<file path="src/rtl/word_byte_serializer.sv">
// Word-to-byte serializer: queues 32-bit words in a small FIFO and streams each
// one LSB-first, one byte per clock, pausing whenever the consumer raises hold.
module word_byte_serializer #(
   parameter int          DEPTH     = 4,
   parameter logic [7:0]  IDLE_BYTE = 8'h00
) (
   input  logic                     clk,
   input  logic                     rst,
   input  logic [31:0]              wr_word,
   input  logic                     wr_valid,
   output logic                     wr_ready,
   input  logic                     hold,
   output logic [7:0]               data_out,
   output logic                     byte_valid,
   output logic [1:0]               byte_index,
   output logic                     word_done,
   output logic [$clog2(DEPTH):0]   fifo_level
);

   localparam int AW = $clog2(DEPTH);

   typedef enum logic {
      ST_IDLE,
      ST_SEND
   } state_t;

   logic [31:0]   r_mem [DEPTH];
   logic [AW-1:0] r_wr_ptr;
   logic [AW-1:0] r_rd_ptr;
   logic [AW:0]   r_count;

   state_t        r_state;
   logic [31:0]   r_shift;
   logic [7:0]    r_data_out;
   logic          r_byte_valid;
   logic [1:0]    r_byte_index;
   logic          r_word_done;

   state_t        w_state_nxt;
   logic [31:0]   w_shift_nxt;
   logic [7:0]    w_data_nxt;
   logic          w_valid_nxt;
   logic [1:0]    w_index_nxt;
   logic          w_done_nxt;
   logic          w_push;
   logic          w_pop;
   logic          w_empty;
   logic [31:0]   w_head;

   assign wr_ready   = (r_count != (AW+1)'(DEPTH));
   assign w_push     = wr_valid && wr_ready;
   assign w_empty    = (r_count == '0);
   assign w_head     = r_mem[r_rd_ptr];
   assign fifo_level = r_count;

   // NOTE: storage array carries no reset; the cleared pointers and count make stale entries unreachable.
   always_ff @(posedge clk) begin
      if (w_push) begin
         r_mem[r_wr_ptr] <= wr_word;
      end
   end

   // Pop only sees words counted before this edge, so a fresh push is never bypassed.
   always_ff @(posedge clk) begin
      if (rst) begin
         r_wr_ptr <= '0;
         r_rd_ptr <= '0;
         r_count  <= '0;
      end else begin
         if (w_push) r_wr_ptr <= r_wr_ptr + 1'b1;
         if (w_pop)  r_rd_ptr <= r_rd_ptr + 1'b1;
         case ({w_push, w_pop})
            2'b10:   r_count <= r_count + 1'b1;
            2'b01:   r_count <= r_count - 1'b1;
            default: r_count <= r_count;
         endcase
      end
   end

   // NOTE: every signal gets a default first so no path through the case infers a latch.
   always_comb begin
      w_state_nxt = r_state;
      w_shift_nxt = r_shift;
      w_data_nxt  = r_data_out;
      w_index_nxt = r_byte_index;
      w_valid_nxt = 1'b0;
      w_done_nxt  = 1'b0;
      w_pop       = 1'b0;

      case (r_state)
         ST_IDLE: begin
            w_data_nxt  = IDLE_BYTE;
            w_index_nxt = 2'd0;
            if (!hold && !w_empty) begin
               w_pop       = 1'b1;
               w_shift_nxt = w_head >> 8;
               w_data_nxt  = w_head[7:0];
               w_valid_nxt = 1'b1;
               w_state_nxt = ST_SEND;
            end
         end
         ST_SEND: begin
            if (!hold) begin
               if (r_byte_index != 2'd3) begin
                  w_shift_nxt = r_shift >> 8;
                  w_data_nxt  = r_shift[7:0];
                  w_index_nxt = r_byte_index + 2'd1;
                  w_valid_nxt = 1'b1;
                  w_done_nxt  = (r_byte_index == 2'd2);
               end else if (!w_empty) begin
                  w_pop       = 1'b1;
                  w_shift_nxt = w_head >> 8;
                  w_data_nxt  = w_head[7:0];
                  w_index_nxt = 2'd0;
                  w_valid_nxt = 1'b1;
               end else begin
                  w_data_nxt  = IDLE_BYTE;
                  w_index_nxt = 2'd0;
                  w_state_nxt = ST_IDLE;
               end
            end
         end
         default: begin
            w_state_nxt = ST_IDLE;
         end
      endcase
   end

   // NOTE: sequential state uses non-blocking assignments so all registers update together.
   always_ff @(posedge clk) begin
      if (rst) begin
         r_state      <= ST_IDLE;
         r_shift      <= '0;
         r_data_out   <= IDLE_BYTE;
         r_byte_valid <= 1'b0;
         r_byte_index <= 2'd0;
         r_word_done  <= 1'b0;
      end else begin
         r_state      <= w_state_nxt;
         r_shift      <= w_shift_nxt;
         r_data_out   <= w_data_nxt;
         r_byte_valid <= w_valid_nxt;
         r_byte_index <= w_index_nxt;
         r_word_done  <= w_done_nxt;
      end
   end

   assign data_out   = r_data_out;
   assign byte_valid = r_byte_valid;
   assign byte_index = r_byte_index;
   assign word_done  = r_word_done;

endmodule

</file>
<file path="config.mk">
export PLATFORM = sky130hd
export DESIGN_NAME = word_byte_serializer
export DESIGN_NICKNAME = d
export VERILOG_FILES = /design/src/rtl/word_byte_serializer.sv
export SDC_FILE = /design/constraint.sdc
export NUM_CORES = 1
export LEC_CHECK = 0
export ABC_AREA = 1
export BUFFER_PORTS_ARGS = -buffer_cell sky130_fd_sc_hd__clkbuf_2
export CORE_MARGIN = 3
export CORE_UTILIZATION = 25
export CTS_CLUSTER_SIZE = 16
export DETAILED_ROUTE_END_ITERATION = 16
export GPL_ROUTABILITY_DRIVEN = 1
export HOLD_SLACK_MARGIN = 0.03
export PLACE_DENSITY = 0.43
export SLEW_MARGIN = 20
export SYNTH_ARGS = -nofsm -noshare
export SYNTH_HDL_FRONTEND = slang
export SYNTH_SLANG_ARGS = --single-unit
</file>
<file path="constraint.sdc">
create_clock -name clk -period 2.2 [get_ports clk]
set_input_delay 0.11 -clock clk [delete_from_list [all_inputs] [get_ports clk]]
set_output_delay 0.11 -clock clk [all_outputs]
set_load 0.02 [all_outputs]
</file>
# Word-level counts from Yosys, hierarchy flattened
# Memories as Yosys holds them, arrays and structs flattened. A register that Yosys moved wholly into a read port is not among the register bits.
# Cells that the tools add are included.
# W data, S select, Z words.
[word_totals]
reg_bits = 52
ram_bits = 128
input_bits = 36
out_inout_bits = 16
word_cells = 61
mem_count = 1
[classes]
add_sub_neg = 5
eq_ne = 8
mux = 28
bitwise_logic = 2
reduce_logical = 8
[memory_table]
columns = ["name", "words", "word_bits", "read_ports", "rd_clocked_by_memory_dff", "wr", "line_no", "rtl"]
rows = [
  ["r_mem", 4, 32, 1, 1, 1, "27", "logic [31:0] r_mem [DEPTH];"],
]
[op_table]
columns = ["op", "n"]
rows = [
  ["$mux W32", 4],
  ["$pmux W32 S2", 1],
  ["$mux W8", 4],
  ["$pmux W8 S2", 1],
  ["$mux W1", 9],
  ["$mux W2", 4],
  ["$add A2 B1 Y2 const B", 3],
  ["$ne A2 B2 Y1 const B", 3],
  ["$pmux W1 S2", 3],
  ["$pmux W3 S2", 1],
  ["$eq A2 B2 Y1 const B", 2],
  ["$pmux W2 S2", 1],
  ["$reduce_or A4 Y1", 1],
  ["$add A3 B1 Y3 const B", 1],
  ["$logic_not A3 Y1", 1],
  ["$ne A3 B2 Y1 const B", 1],
  ["$ne A3 B3 Y1 const B", 1],
  ["$reduce_and A3 Y1", 1],
  ["$sub A3 B1 Y3 const B", 1],
  ["$eq A2 B1 Y1 const B", 1],
  ["$logic_and A1 B1 Y1", 2],
  ["$logic_not A1 Y1", 2],
  ["$not A1 Y1", 2],
  ["$reduce_bool A2 Y1", 1],
]

# Depth between registers and ports, before layout
# Gate-level depths: netlist of the first run.
[depth]
depth_word = 7
ltp_mapped = 13
mapped_depth_nobuf = 13

# Worst setup path after synthesis of the first run
# No wires, ideal clock.
[synth_timing]
path_kind = "reg2reg"
from = "register r_count[1] (netlist: fifo_level[1])"
to = "memory r_mem[0][0], enable pin"
setup_ns = 0.421
arrival_ns = 2.308
required_ns = 1.779
setup_slack_ns = -0.529
path_stages_with_launch = 5
path_buffers = 0
synth_period_minus_slack_ns = 2.729
cell_sequence = "dfxtp_1 > nor2_1 > nand2_1 > nand2_1 > nor2_1"
[synth_between]
elab_chain_cells = 4
[synth_rtl]
columns = ["element", "line_no", "rtl"]
rows = [
  ["start, declared", "30", "logic [AW:0] r_count;"],
  ["start signal, assigned", "73", "2'b10: r_count <= r_count + 1'b1;"],
  ["start signal, assigned", "74", "2'b01: r_count <= r_count - 1'b1;"],
  ["start signal, assigned", "75", "default: r_count <= r_count;"],
  ["$ne A3 B3 Y1", "50", "assign wr_ready = (r_count != (AW+1)'(DEPTH));"],
  ["net wr_ready", "11", "output logic wr_ready,"],
  ["$logic_and A1 B1 Y1", "51", "assign w_push = wr_valid && wr_ready;"],
  ["$mux W1", "58", "if (w_push) begin"],
  ["$mux W1 (implied by the code)", "59", "r_mem[r_wr_ptr] <= wr_word;"],
  ["end, declared", "27", ""],
]
# The timed path passes the listed nets, and every way through them passes these cells.

# Worst setup path after layout of the first run
[layout_timing]
from = "register r_byte_index[0] (netlist: byte_index[0])"
to = "register r_count[2] (netlist: fifo_level[2])"
[layout_between]
elab_chain_cells = 6
word_cells_on_any_way = 8
classes_between = "eq/ne: 3; mux: 4; reduce/logical: 1"
[layout_rtl]
columns = ["element", "line_no", "rtl"]
rows = [
  ["start, declared", "36", "logic [1:0] r_byte_index;"],
  ["start signal, assigned", "143", "r_byte_index <= w_index_nxt;"],
  ["$ne A2 B2 Y1 *", "104", "if (r_byte_index != 2'd3) begin"],
  ["$mux W1 *", "104", ""],
  ["$mux W1 *", "103", "if (!hold) begin"],
  ["$pmux W1 S2 *", "90", "case (r_state)"],
  ["net w_pop", "46", "logic w_pop;"],
  ["$eq A2 B1 Y1 / $eq A2 B2 Y1 (equally long branches)", "72", "case ({w_push, w_pop})"],
  ["$pmux W3 S2 / $reduce_bool A2 Y1 (equally long branches)", "-", ""],
]
# Mark *: on every way through the listed nets, which the timed path passes. The rest lies on a longest branch.
# A chain may end at the register's enable or synchronous reset.

==> results of run 1 <==
## what timing repair did
item                                   in CTS  in global routing
setup buffers                               0                  0
hold buffers                               33                  0
endpoints found under the hold margin     129                  0
setup endpoints to repair                   0                  1
gates resized for setup                     0                  2
## worst max-delay path by stage
stage / from / endpoint / cells after the start
6_report: byte_index[0]$_SDFFE_PP0P_ / fifo_level[2]$_SDFFE_PP0P_ / 12
5_1_grt: byte_index[0]$_SDFFE_PP0P_ / fifo_level[2]$_SDFFE_PP0P_ / 12
4_1_cts: byte_index[0]$_SDFFE_PP0P_ / fifo_level[2]$_SDFFE_PP0P_ / 12
3_5_place_dp: byte_index[0]$_SDFFE_PP0P_ / fifo_level[2]$_SDFFE_PP0P_ / 12
3_3_place_gp: byte_index[0]$_SDFFE_PP0P_ / fifo_level[2]$_SDFFE_PP0P_ / 12
2_1_floorplan: fifo_level[1]$_SDFFE_PP0P_ / r_mem[0][0]$_DFFE_PP_ / 4
## per-stage QoR
stage | utilization (%) | cell area [um2] | std cells
2_1_floorplan | - | 7040 | 688
3_3_place_gp | 28.6 | 7810 | 1097
3_5_place_dp | 28.6 | 7810 | 1097
4_1_cts | 31.8 | 8700 | 1162
5_1_grt | 31.8 | 8700 | 1162
6_report | 31.8 | 8700 | 1162
## synth_stat cells, drive strengths merged, types with 2 or more instances
cell type	n	share of area [%]
nand3	24	1.8
dfxtp	46	13
ha	7	1.2
edfxtp	128	55
nor3	2	0.14
o21ai	52	3.7
buf	27	2.2
nor2	88	4.7
a21oi	39	2.8
nand2	232	13
inv	31	1.7
or2	4	0.36
clkbuf	4	0.21
## layout make-up
class	count	area share, %
timing repair buffer	101	8.92
inverter	32	1.44
clock inverter	14	1.34
tap	372	5.35
sequential	174	54.8
multi-input combinational	451	23.1
clock buffer	18	5.05
## routing by layer
metal  vias to the layer above  global-route usage, %
li1                       2455                      -
met1                      2238                   15.9
met4                         0                   4.42
met2                        56                   18.6
met5                         -                      0
met3                        19                   1.84
## power groups by stage
stage | sequential (W) | clock [W] | combinational (W)
after floorplan | 0.00428 | 0 | 0.00156
after global placement | 0.00427 | 0 | 0.00238
after detailed placement | 0.00426 | 0 | 0.00239
after global routing | 0.00423 | 0.00307 | 0.00271
final | 0.00419 | 0.00286 | 0.00237
after CTS | 0.00419 | 0.00295 | 0.00244
## critical path, delay by kind of cell (launching register included)
| kind | cells | cell delay (ns) |
|---|---|---|
| compound gates | 2 | 0.20 |
| fa+ha+maj | 3 | 0.72 |
| buf+inv | 3 | 0.23 |
| flops | 1 | 0.36 |
| simple gates | 4 | 0.35 |
## placed cells by master, fill, tap and decap left out
master	instances
dlygate4sd3_1	33
clkbuf_8	1
nand2_8	1
a21oi_1	39
dfxtp_2	3
inv_2	3
clkbuf_16	17
or2_2	4
buf_4	12
nor3_1	2
clkinv_4	1
clkbuf_2	51
nand2_1	228
inv_6	4
clkinvlp_4	3
nand3_1	23
nor2_4	4
clkinv_1	1
buf_12	5
ha_1	7
edfxtp_1	128
a31oi_1	1
nand2_4	3
o21ai_1	17
dfxtp_1	43
nor2_1	84
o21ai_0	35
fa_1	1
nand3_2	1
xor2_1	1
bufinv_16	1
inv_1	28
clkinv_2	5
## cells by family (layout without fill, tap and decap cells)
logic type                 count (synthesis)  count (layout)  synth area share [%]
and+or+nand+nor                          350             350                  19.9
buffers and inverters                     63             165                  4.14
xor gates and xnor gates                   1               1                 0.125
adders and majority gates                  8               8                  1.53
DFF                                      174             174                  67.7
AOI/OAI and AO/OA                         92              92                  6.56
## flip-flops by register name, indices dropped and copies added (netlist names), named ones only
| signal | flops |
|---|---|
| word_done | 1 |
| r_rd_ptr | 2 |
| r_state | 1 |
| r_mem | 128 |
| byte_index | 2 |
| data_out | 8 |
| r_shift | 24 |
| r_wr_ptr | 2 |
| byte_valid | 1 |
| fifo_level | 3 |
==> impl_metrics.env, run 1 <==
export IMPL_ys_seq_area_share_pct=67.7
export IMPL_die_x_um=174
export IMPL_synth_area_um2=7030
export IMPL_clock_sinks=174
export IMPL_cp_start_kind="flip-flop"
export IMPL_area_growth_syn_to_layout_pct=23.7
export IMPL_slowest_stage="fa_1"
export IMPL_path_class="flip-flop to flip-flop"
export IMPL_grtUsageTotal_pct=11.6
export IMPL_drt_iter0_drc=277
export IMPL_max_vdd_ir_drop_uv=554
export IMPL_fmax_mhz=510
export IMPL_p_seq_share_pct=44.5
export IMPL_setup_violations_final=0
export IMPL_wl_met2_um=8130
export IMPL_dp_slack_ns=0.196
export IMPL_worstPathRequired_ns=2.52
export IMPL_cts_buffers=17
export IMPL_cts_tree="done"
export IMPL_highest_layer="met4"
export IMPL_grt_pass1_wl_um=27200
export IMPL_holdPathStages=2
export IMPL_power_frac_comb_pct=25.2
export IMPL_ys_ff_latch=174
export IMPL_syn_area_per_cell_um2=10.2
export IMPL_p_int_w=0.00633
export IMPL_hold_violations=0
export IMPL_io_pins=52
export IMPL_start_util_pct=25.7
export IMPL_hpwl_um=10300
export IMPL_place_congestion=0.692
export IMPL_antenna_found_initial=0
export IMPL_netSwitchingFraction_pct=32.8
export IMPL_die_h_um=174
export IMPL_met3_length_um=318
export IMPL_critPathMostFrequentCell="inv_1"
export IMPL_min_from="rst"
export IMPL_worst_slew_margin_rel_pct=57.5
export IMPL_clkSlewWorstSetupHoldPaths_ns=0.07
export IMPL_drt_met1_wl_um=8450
export IMPL_core_um2=27300
export IMPL_ys_types=24
export IMPL_via_per_inst=4.10
export IMPL_syn_num_nets=732
export IMPL_synth_edf_count=128
export IMPL_insertion_delay_ns=0.42
export IMPL_clock_skew_ns=0.00877
export IMPL_synthCells=688
export IMPL_wire_per_inst_um=14.8
export IMPL_p_total_w=0.00941
export IMPL_num_rows=60
export IMPL_worst_slew_pin_slew_ns=0.635
export IMPL_crit_arrival_ns=2.28
export IMPL_synth_ff_type="edfxtp_1"
export IMPL_grt_start_max_net_pins=63
export IMPL_ctsHtreeMaxLevel=4
export IMPL_rrSetupSlack_ns=0.24
export IMPL_n_fill_cell=2853
export IMPL_finish_net_count=821
export IMPL_crit_path_max_incr_delay_ns=0.38
export IMPL_numPortBuffers=51
export IMPL_min_to="r_shift[16]$_SDFFE_PP0P_"
export IMPL_drc=0
export IMPL_r2r_end="fifo_level[2]$_SDFFE_PP0P_"
export IMPL_whs_ns=0.0463
export IMPL_hp_class="input pin to flip-flop"
export IMPL_first_global_vias=4668
export IMPL_cts_buffer_depth=2
export IMPL_rsz0062_at_grt="no"
export IMPL_antenna_cells=0
export IMPL_dr_pass1_iters=4
export IMPL_fin_crit_ns=1.96
export IMPL_gr_total_overflow=0
export IMPL_p_per_area_nw_per_um2=1080
export IMPL_min_period_over_period_pct=89.2
export IMPL_finalMaxSlewViolations=0
export IMPL_wl_um=17200
export IMPL_via_count=4768
export IMPL_drive_above_1_share_pct=15.1
export IMPL_path_cells="ha_1, inv_1, nand2_4, nand3_2, inv_1, ha_1, inv_1, fa_1, nand2_1, nand3_1, o21ai_0, a21oi_1"
export IMPL_worstPathMaxFanout=6
export IMPL_status="complete, no violations"
export IMPL_multi_input_area_um2=2010
export IMPL_drtAntennaViolNets=0
export IMPL_synthArstFlopShare_pct=0
export IMPL_fin_ws_ns=0.238
export IMPL_clock_root_buffer="clkbuf_16"
export IMPL_ys_warn_count=0
export IMPL_maxCapViolations=0
export IMPL_tns_ns=0
export IMPL_end_kind="flip-flop"
export IMPL_p_sw_w=0.00308
export IMPL_seq_area_um2=4770
export IMPL_worstRegToRegCells=12
export IMPL_pwr_share_clk_pct=30.3
export IMPL_p_leak_nw=3.43
export IMPL_r2r_start="byte_index[0]$_SDFFE_PP0P_"
export IMPL_dieArea_um2=30200
No activity file was read; power rests on OpenSTA's default activity.
==> inputs of run 2 (changes only) <==
ABC_AREA = 0   (was 1)
==> impl_metrics.env, run 2 <==
export IMPL_synth_most_common_cell="edfxtp_1"
export IMPL_place_congestion=0.696
export IMPL_cts_tree="done"
export IMPL_antenna_cells=0
export IMPL_fmax_mhz=480
export IMPL_clock_root_buffer="clkbuf_16"
export IMPL_antenna_found_initial=0
export IMPL_synthTopCellsByArea="edfxtp_1 (54%), dfxtp_1 (13%), mux4_2 (5.0%)"
export IMPL_ctsHtreeMaxLevel=4
export IMPL_worst_slew_margin_rel_pct=60.9
export IMPL_gr_total_overflow=0
export IMPL_worstPathRequired_ns=2.54
export IMPL_clock_sinks=174
export IMPL_start_util_pct=25.6
export IMPL_p_leak_nw=2.95
export IMPL_fin_ws_ns=0.116
export IMPL_r2r_end="fifo_level[2]$_SDFFE_PP0P_"
export IMPL_synth_top_cell_by_area="edfxtp_1"
export IMPL_max_vdd_ir_drop_uv=509
export IMPL_clock_skew_ns=0.0124
export IMPL_synth_edf_count=128
export IMPL_holdPathStages=2
export IMPL_numPortBuffers=51
export IMPL_fin_crit_ns=2.08
export IMPL_ys_types=47
export IMPL_min_from="rst"
export IMPL_wire_per_inst_um=17.9
export IMPL_cts_buffers=17
export IMPL_design_area_um2=8840
export IMPL_rsz0062_at_grt="no"
export IMPL_critPathBufInv=1
export IMPL_maxCapViolations=0
export IMPL_power_frac_comb_pct=27.2
export IMPL_synthCells=473
export IMPL_hold_violations=0
export IMPL_drc=0
export IMPL_path_depth=8
export IMPL_synthArstFlopShare_pct=0
export IMPL_regMostFlops="r_mem"
export IMPL_synth_ff_type="edfxtp_1"
export IMPL_end_kind="flip-flop"
export IMPL_setup_violations_final=0
export IMPL_status="complete, no violations"
export IMPL_final_cell_mix="edfxtp_1 (128), clkbuf_2 (51), dfxtp_1 (39), dlygate4sd3_1 (33), buf_4 (22)"
export IMPL_pwr_share_clk_pct=30.0
export IMPL_cts_buffer_depth=2
export IMPL_insertion_delay_ns=0.43
export IMPL_path_cells="or3b_1, nand2_1, ha_2, inv_1, fa_2, xor2_1, or3_4, a21oi_2"
export IMPL_grt_pass1_wl_um=26500
export IMPL_syn_area_per_cell_um2=15.2
export IMPL_rrSetupSlack_ns=0.12
export IMPL_cp_start_kind="flip-flop"
export IMPL_wl_um=17100
export IMPL_drive_above_1_share_pct=28.1
export IMPL_synth_top_area_share_pct=53.5
export IMPL_dr_pass1_iters=4
export IMPL_grtUsageTotal_pct=11.3
export IMPL_synth_commonest_cells="edfxtp_1 (128), dfxtp_1 (46), nand2b_1 (18), nand3_1 (18), mux2_2 (17)"
export IMPL_drtAntennaViolNets=0
export IMPL_via_per_inst=4.48
export IMPL_utilization_pct=31.5
export IMPL_ys_warn_count=0
export IMPL_worst_slew_pin_slew_ns=0.587
export IMPL_p_seq_share_pct=42.7
export IMPL_ys_seq_area_share_pct=66.4
export IMPL_worstPathMaxFanout=4
export IMPL_n_fill_cell=2790
export IMPL_r2r_start="fifo_level[0]$_SDFFE_PP0P_"
export IMPL_synth_area_um2=7180
export IMPL_slowest_stage="or3b_1"
export IMPL_min_period_over_period_pct=94.7
export IMPL_crit_arrival_ns=2.42
export IMPL_finish_net_count=605
export IMPL_dp_slack_ns=0.00331
export IMPL_core_um2=28000
export IMPL_p_total_w=0.00990
export IMPL_syn_num_nets=517
export IMPL_worstRegToRegCells=8
export IMPL_netSwitchingFraction_pct=31.2
export IMPL_clkSlewWorstSetupHoldPaths_ns=0.06
export IMPL_p_per_area_nw_per_um2=1120
export IMPL_hpwl_um=10700
export IMPL_drt_iter0_drc=272
export IMPL_largest_reg_flops=128
export IMPL_min_to="fifo_level[2]$_SDFFE_PP0P_"
export IMPL_die_h_um=175
export IMPL_num_rows=61
export IMPL_ys_ff_latch=174
export IMPL_path_class="flip-flop to flip-flop"
export IMPL_hp_class="input pin to flip-flop"
export IMPL_first_global_vias=4565
export IMPL_dieArea_um2=30800
export IMPL_via_count=4260
export IMPL_io_pins=52
export IMPL_finalMaxSlewViolations=0
export IMPL_crit_family="simple AND/OR/NAND/NOR gates"
export IMPL_grt_start_max_net_pins=37
export IMPL_p_sw_w=0.00309
export IMPL_die_x_um=175
export IMPL_crit_path_max_incr_delay_ns=0.39
export IMPL_final_common_cell="edfxtp_1"
export IMPL_p_int_w=0.00681
export IMPL_area_growth_syn_to_layout_pct=23.1
export IMPL_place_area_um2=7900
## run 2: worst max path at each step
stage | from | end | slack [ns]
6_report | fifo_level[0]$_SDFFE_PP0P_ | fifo_level[2]$_SDFFE_PP0P_ | 0.12
4_1_cts | fifo_level[0]$_SDFFE_PP0P_ | fifo_level[2]$_SDFFE_PP0P_ | 0.005
3_3_place_gp | fifo_level[0]$_SDFFE_PP0P_ | fifo_level[2]$_SDFFE_PP0P_ | 0.12
3_5_place_dp | fifo_level[0]$_SDFFE_PP0P_ | fifo_level[2]$_SDFFE_PP0P_ | 0.003
5_1_grt | fifo_level[0]$_SDFFE_PP0P_ | fifo_level[2]$_SDFFE_PP0P_ | 0.02
2_1_floorplan | byte_index[1]$_SDFFE_PP0P_ | fifo_level[2]$_SDFFE_PP0P_ | -0.15
## run 2: area by class of cell
cell class | instances | area [um2] | area share [%]
Sequential cell | 174 | 4780 | 54.1
Timing Repair Buffer | 107 | 771 | 8.72
Clock inverter | 13 | 151 | 1.71
Tap cell | 378 | 473 | 5.35
Multi-Input combinational cell | 252 | 2200 | 24.9
Inverter | 9 | 33.8 | 0.382
Clock buffer | 18 | 429 | 4.86
## run 2: power by group through the flow
| stage | registers [W] | logic (W) | clock network (W) |
|---|---|---|---|
| 2_1_floorplan | 0.00430 | 0.00193 | 0 |
| 3_3_place_gp | 0.00428 | 0.00263 | 0 |
| 3_5_place_dp | 0.00430 | 0.00268 | 0 |
| 4_1_cts | 0.00423 | 0.00274 | 0.00306 |
| 5_1_grt | 0.00428 | 0.00297 | 0.00318 |
| 6_report | 0.00423 | 0.00270 | 0.00297 |
## run 2: routing by layer
metal	vias to the layer above	part of all wire (%)	wire, um	global-route usage (%)
li1	2030	-	-	-
met1	2161	46	7790	14.5
met2	62	51	8700	19.2
met3	7	2.6	445	2.10
met4	0	0.77	131	4.09
met5	-	0	0	0
## run 2: what timing repair did
action	in CTS	in global routing
setup buffers	0	1
resized for setup	2	3
hold endpoints to repair	129	0
pin swaps	0	2
endpoints found under the setup margin	1	1
cloned	0	0
hold buffers	33	0
## run 2: kinds of logic (layout without fill, tap and decap cells)
group                    after synthesis  in the layout  share of synthesized area (%)
AO/OA/AOI/OAI                         88             88                           9.79
flip-flops                           174            174                           66.4
XOR/XNOR                               3              3                          0.366
multiplexers                          49             49                           9.92
AND/OR/NAND/NOR                      104            104                           8.54
buffers and inverters                 47            147                           3.52
adder cells (fa/ha/maj)                8              8                           1.50
## run 2: worst register-to-register path: cells and delay by family, from the launching register on
family,cells,cell delay (ns)
xor+xnor,1,0.16
fa+ha+maj,2,0.51
compound gates,1,0.14
simple gates,3,0.82
buf+inv,1,0.05
flops,1,0.34
## run 2: metrics by stage
step | hold slack, ns | setup TNS [ns] | std cells
after detailed placement | 0.332 | 0 | 886
after global routing | 0.263 | 0 | 951
after global placement | 0.322 | 0 | 886
after CTS | 0.217 | 0 | 950
after floorplan | 0.209 | -0.148 | 473
final | 0.228 | 0 | 951
==> inputs of run 3 (changes only) <==
CORE_ASPECT_RATIO = 1.25   (was default)
PLACE_DENSITY = 0.42   (was 0.43)
clock period = 2.51 ns   (was 2.2 ns; I/O delays follow)
==> impl_metrics.env, run 3 (synthesized netlist as in run 2, its figures left out) <==
export IMPL_status="complete, no violations"
export IMPL_fmax_mhz=427
export IMPL_worstPathMaxFanout=6
export IMPL_drc=0
export IMPL_hold_violations=0
export IMPL_cp_start_kind="flip-flop"
export IMPL_place_congestion=0.708
export IMPL_die_h_um=195
export IMPL_end_kind="flip-flop"
export IMPL_antenna_cells=0
export IMPL_final_common_cell="edfxtp_1"
export IMPL_clock_sinks=174
export IMPL_maxCapViolations=0
export IMPL_clock_root_buffer="clkbuf_16"
export IMPL_ctsHtreeMaxLevel=4
export IMPL_drtAntennaViolNets=0
export IMPL_tns_ns=0
export IMPL_post_cts_buffers=0
export IMPL_finalMaxSlewViolations=0
export IMPL_max_vdd_ir_drop_uv=514
export IMPL_layout_cells_non_filler=918
export IMPL_dieArea_um2=30800
export IMPL_crit_family="simple AND/OR/NAND/NOR gates"
export IMPL_p_total_w=0.00877
export IMPL_die_x_um=158
export IMPL_p_per_area_nw_per_um2=998
export IMPL_critPathBufInv=1
export IMPL_wl_um=16700
export IMPL_hold_buffers=33
export IMPL_core_um2=28000
export IMPL_path_cells="or3b_1, nand2_1, ha_2, inv_1, fa_1, xor2_1, or3_2, a21oi_1"
export IMPL_numPortBuffers=51
export IMPL_worstPathRequired_ns=2.86
export IMPL_grt_pass1_wl_um=26300
export IMPL_worst_slew_pin_slew_ns=0.913
export IMPL_utilization_pct=31.4
export IMPL_via_per_inst=4.68
export IMPL_via_count=4294
export IMPL_hpwl_um=10500
export IMPL_grtUsageTotal_pct=11.3
export IMPL_drive_above_1_share_pct=26.1
export IMPL_slowest_stage="or3b_1"
export IMPL_final_cell_mix="edfxtp_1 (128), clkbuf_2 (51), dfxtp_1 (41), dlygate4sd3_1 (33)"
export IMPL_first_global_vias=4533
export IMPL_hp_class="input pin to flip-flop"
export IMPL_crit_path_max_incr_delay_ns=0.43
export IMPL_dp_slack_ns=0.192
export IMPL_dp_cells=853
export IMPL_gr_total_overflow=0
export IMPL_regMostFlops="r_mem"
export IMPL_grt_start_max_net_pins=37
export IMPL_wire_per_inst_um=18.2
export IMPL_cts_buffers=17
export IMPL_fin_ws_ns=0.169
export IMPL_start_util_pct=25.6
export IMPL_dr_pass1_iters=4
export IMPL_worst_slew_margin_rel_pct=38.6
export IMPL_n_fill_cell=2751
export IMPL_path_class="flip-flop to flip-flop"
export IMPL_p_leak_nw=2.94
export IMPL_clkSlewWorstSetupHoldPaths_ns=0.06
export IMPL_crit_arrival_ns=2.69
export IMPL_largest_reg_flops=128
export IMPL_finish_net_count=599
export IMPL_seq_area_um2=4780
export IMPL_rsz0062_at_grt="no"
export IMPL_insertion_delay_ns=0.43
export IMPL_drt_iter0_drc=281
export IMPL_fin_crit_ns=2.34
export IMPL_area_growth_syn_to_layout_pct=22.4
export IMPL_min_period_over_period_pct=93.3
export IMPL_antenna_found_initial=0
export IMPL_clock_skew_ns=0.00591
export IMPL_cts_tree="done"
export IMPL_io_pins=52
export IMPL_num_rows=68
export IMPL_cts_buffer_depth=2
export IMPL_ctsResizeCount=0
export IMPL_setup_violations_final=0
export IMPL_multi_input_area_um2=2170
-- run 3: cell count changes in the layout (fill, tap and decap cells not counted), moves of 2 or more --
cell,delta
inv_8,-2
inv_6,-4
clkinv_1,+3
clkinv_2,+2
buf_4,-9
dfxtp_2,-2
dfxtp_1,+2
bufinv_16,+2
buf_12,+3
-- run 3: routing by layer --
layer / wire [um] / vias up / track usage (%)
li1: - / 2015 / -
met1: 7190 / 2187 / 13.7
met3: 569 / 21 / 3.06
met4: 408 / 0 / 4.34
met2: 8550 / 71 / 19.3
met5: 0 / - / 0
-- run 3: final cells by class --
type | count | share of cell area (%)
Multi-Input combinational cell | 252 | 24.7
Clock buffer | 18 | 4.88
Sequential cell | 174 | 54.4
Timing Repair Buffer | 101 | 8.69
Tap cell | 350 | 4.98
Inverter | 9 | 0.385
Clock inverter | 14 | 1.98
-- run 3: path summary, 6_finish.rpt --
kind                               from                          to  slack [ns]  cells past startpoint
max          fifo_level[0]$_SDFFE_PP0P_  fifo_level[2]$_SDFFE_PP0P_        0.17                      8
min                                 rst                   flip-flop        0.24                      2
max reg2reg  fifo_level[0]$_SDFFE_PP0P_  fifo_level[2]$_SDFFE_PP0P_        0.17                      8
min reg2reg    r_shift[22]$_SDFFE_PP0P_    r_shift[22]$_SDFFE_PP0P_        0.49                      1
-- run 3: stage by stage --
step | hold WS, ns | instance area [um2]
after global placement | 0.338 | 7850
after CTS | 0.226 | 8790
final | 0.241 | 8790
after detailed placement | 0.347 | 7850
after global routing | 0.270 | 8790
after floorplan | 0.224 | 7200
-- run 3: report_power, final --
part / total (W) / internal (W) / leakage (nW) / switching [W]
registers: 0.00374 / 0.00349 / 1.55 / 0.000253
logic: 0.00232 / 0.000991 / 1.09 / 0.00133
clock network: 0.00270 / 0.00164 / 0.290 / 0.00106
total: 0.00877 / 0.00613 / 2.94 / 0.00264
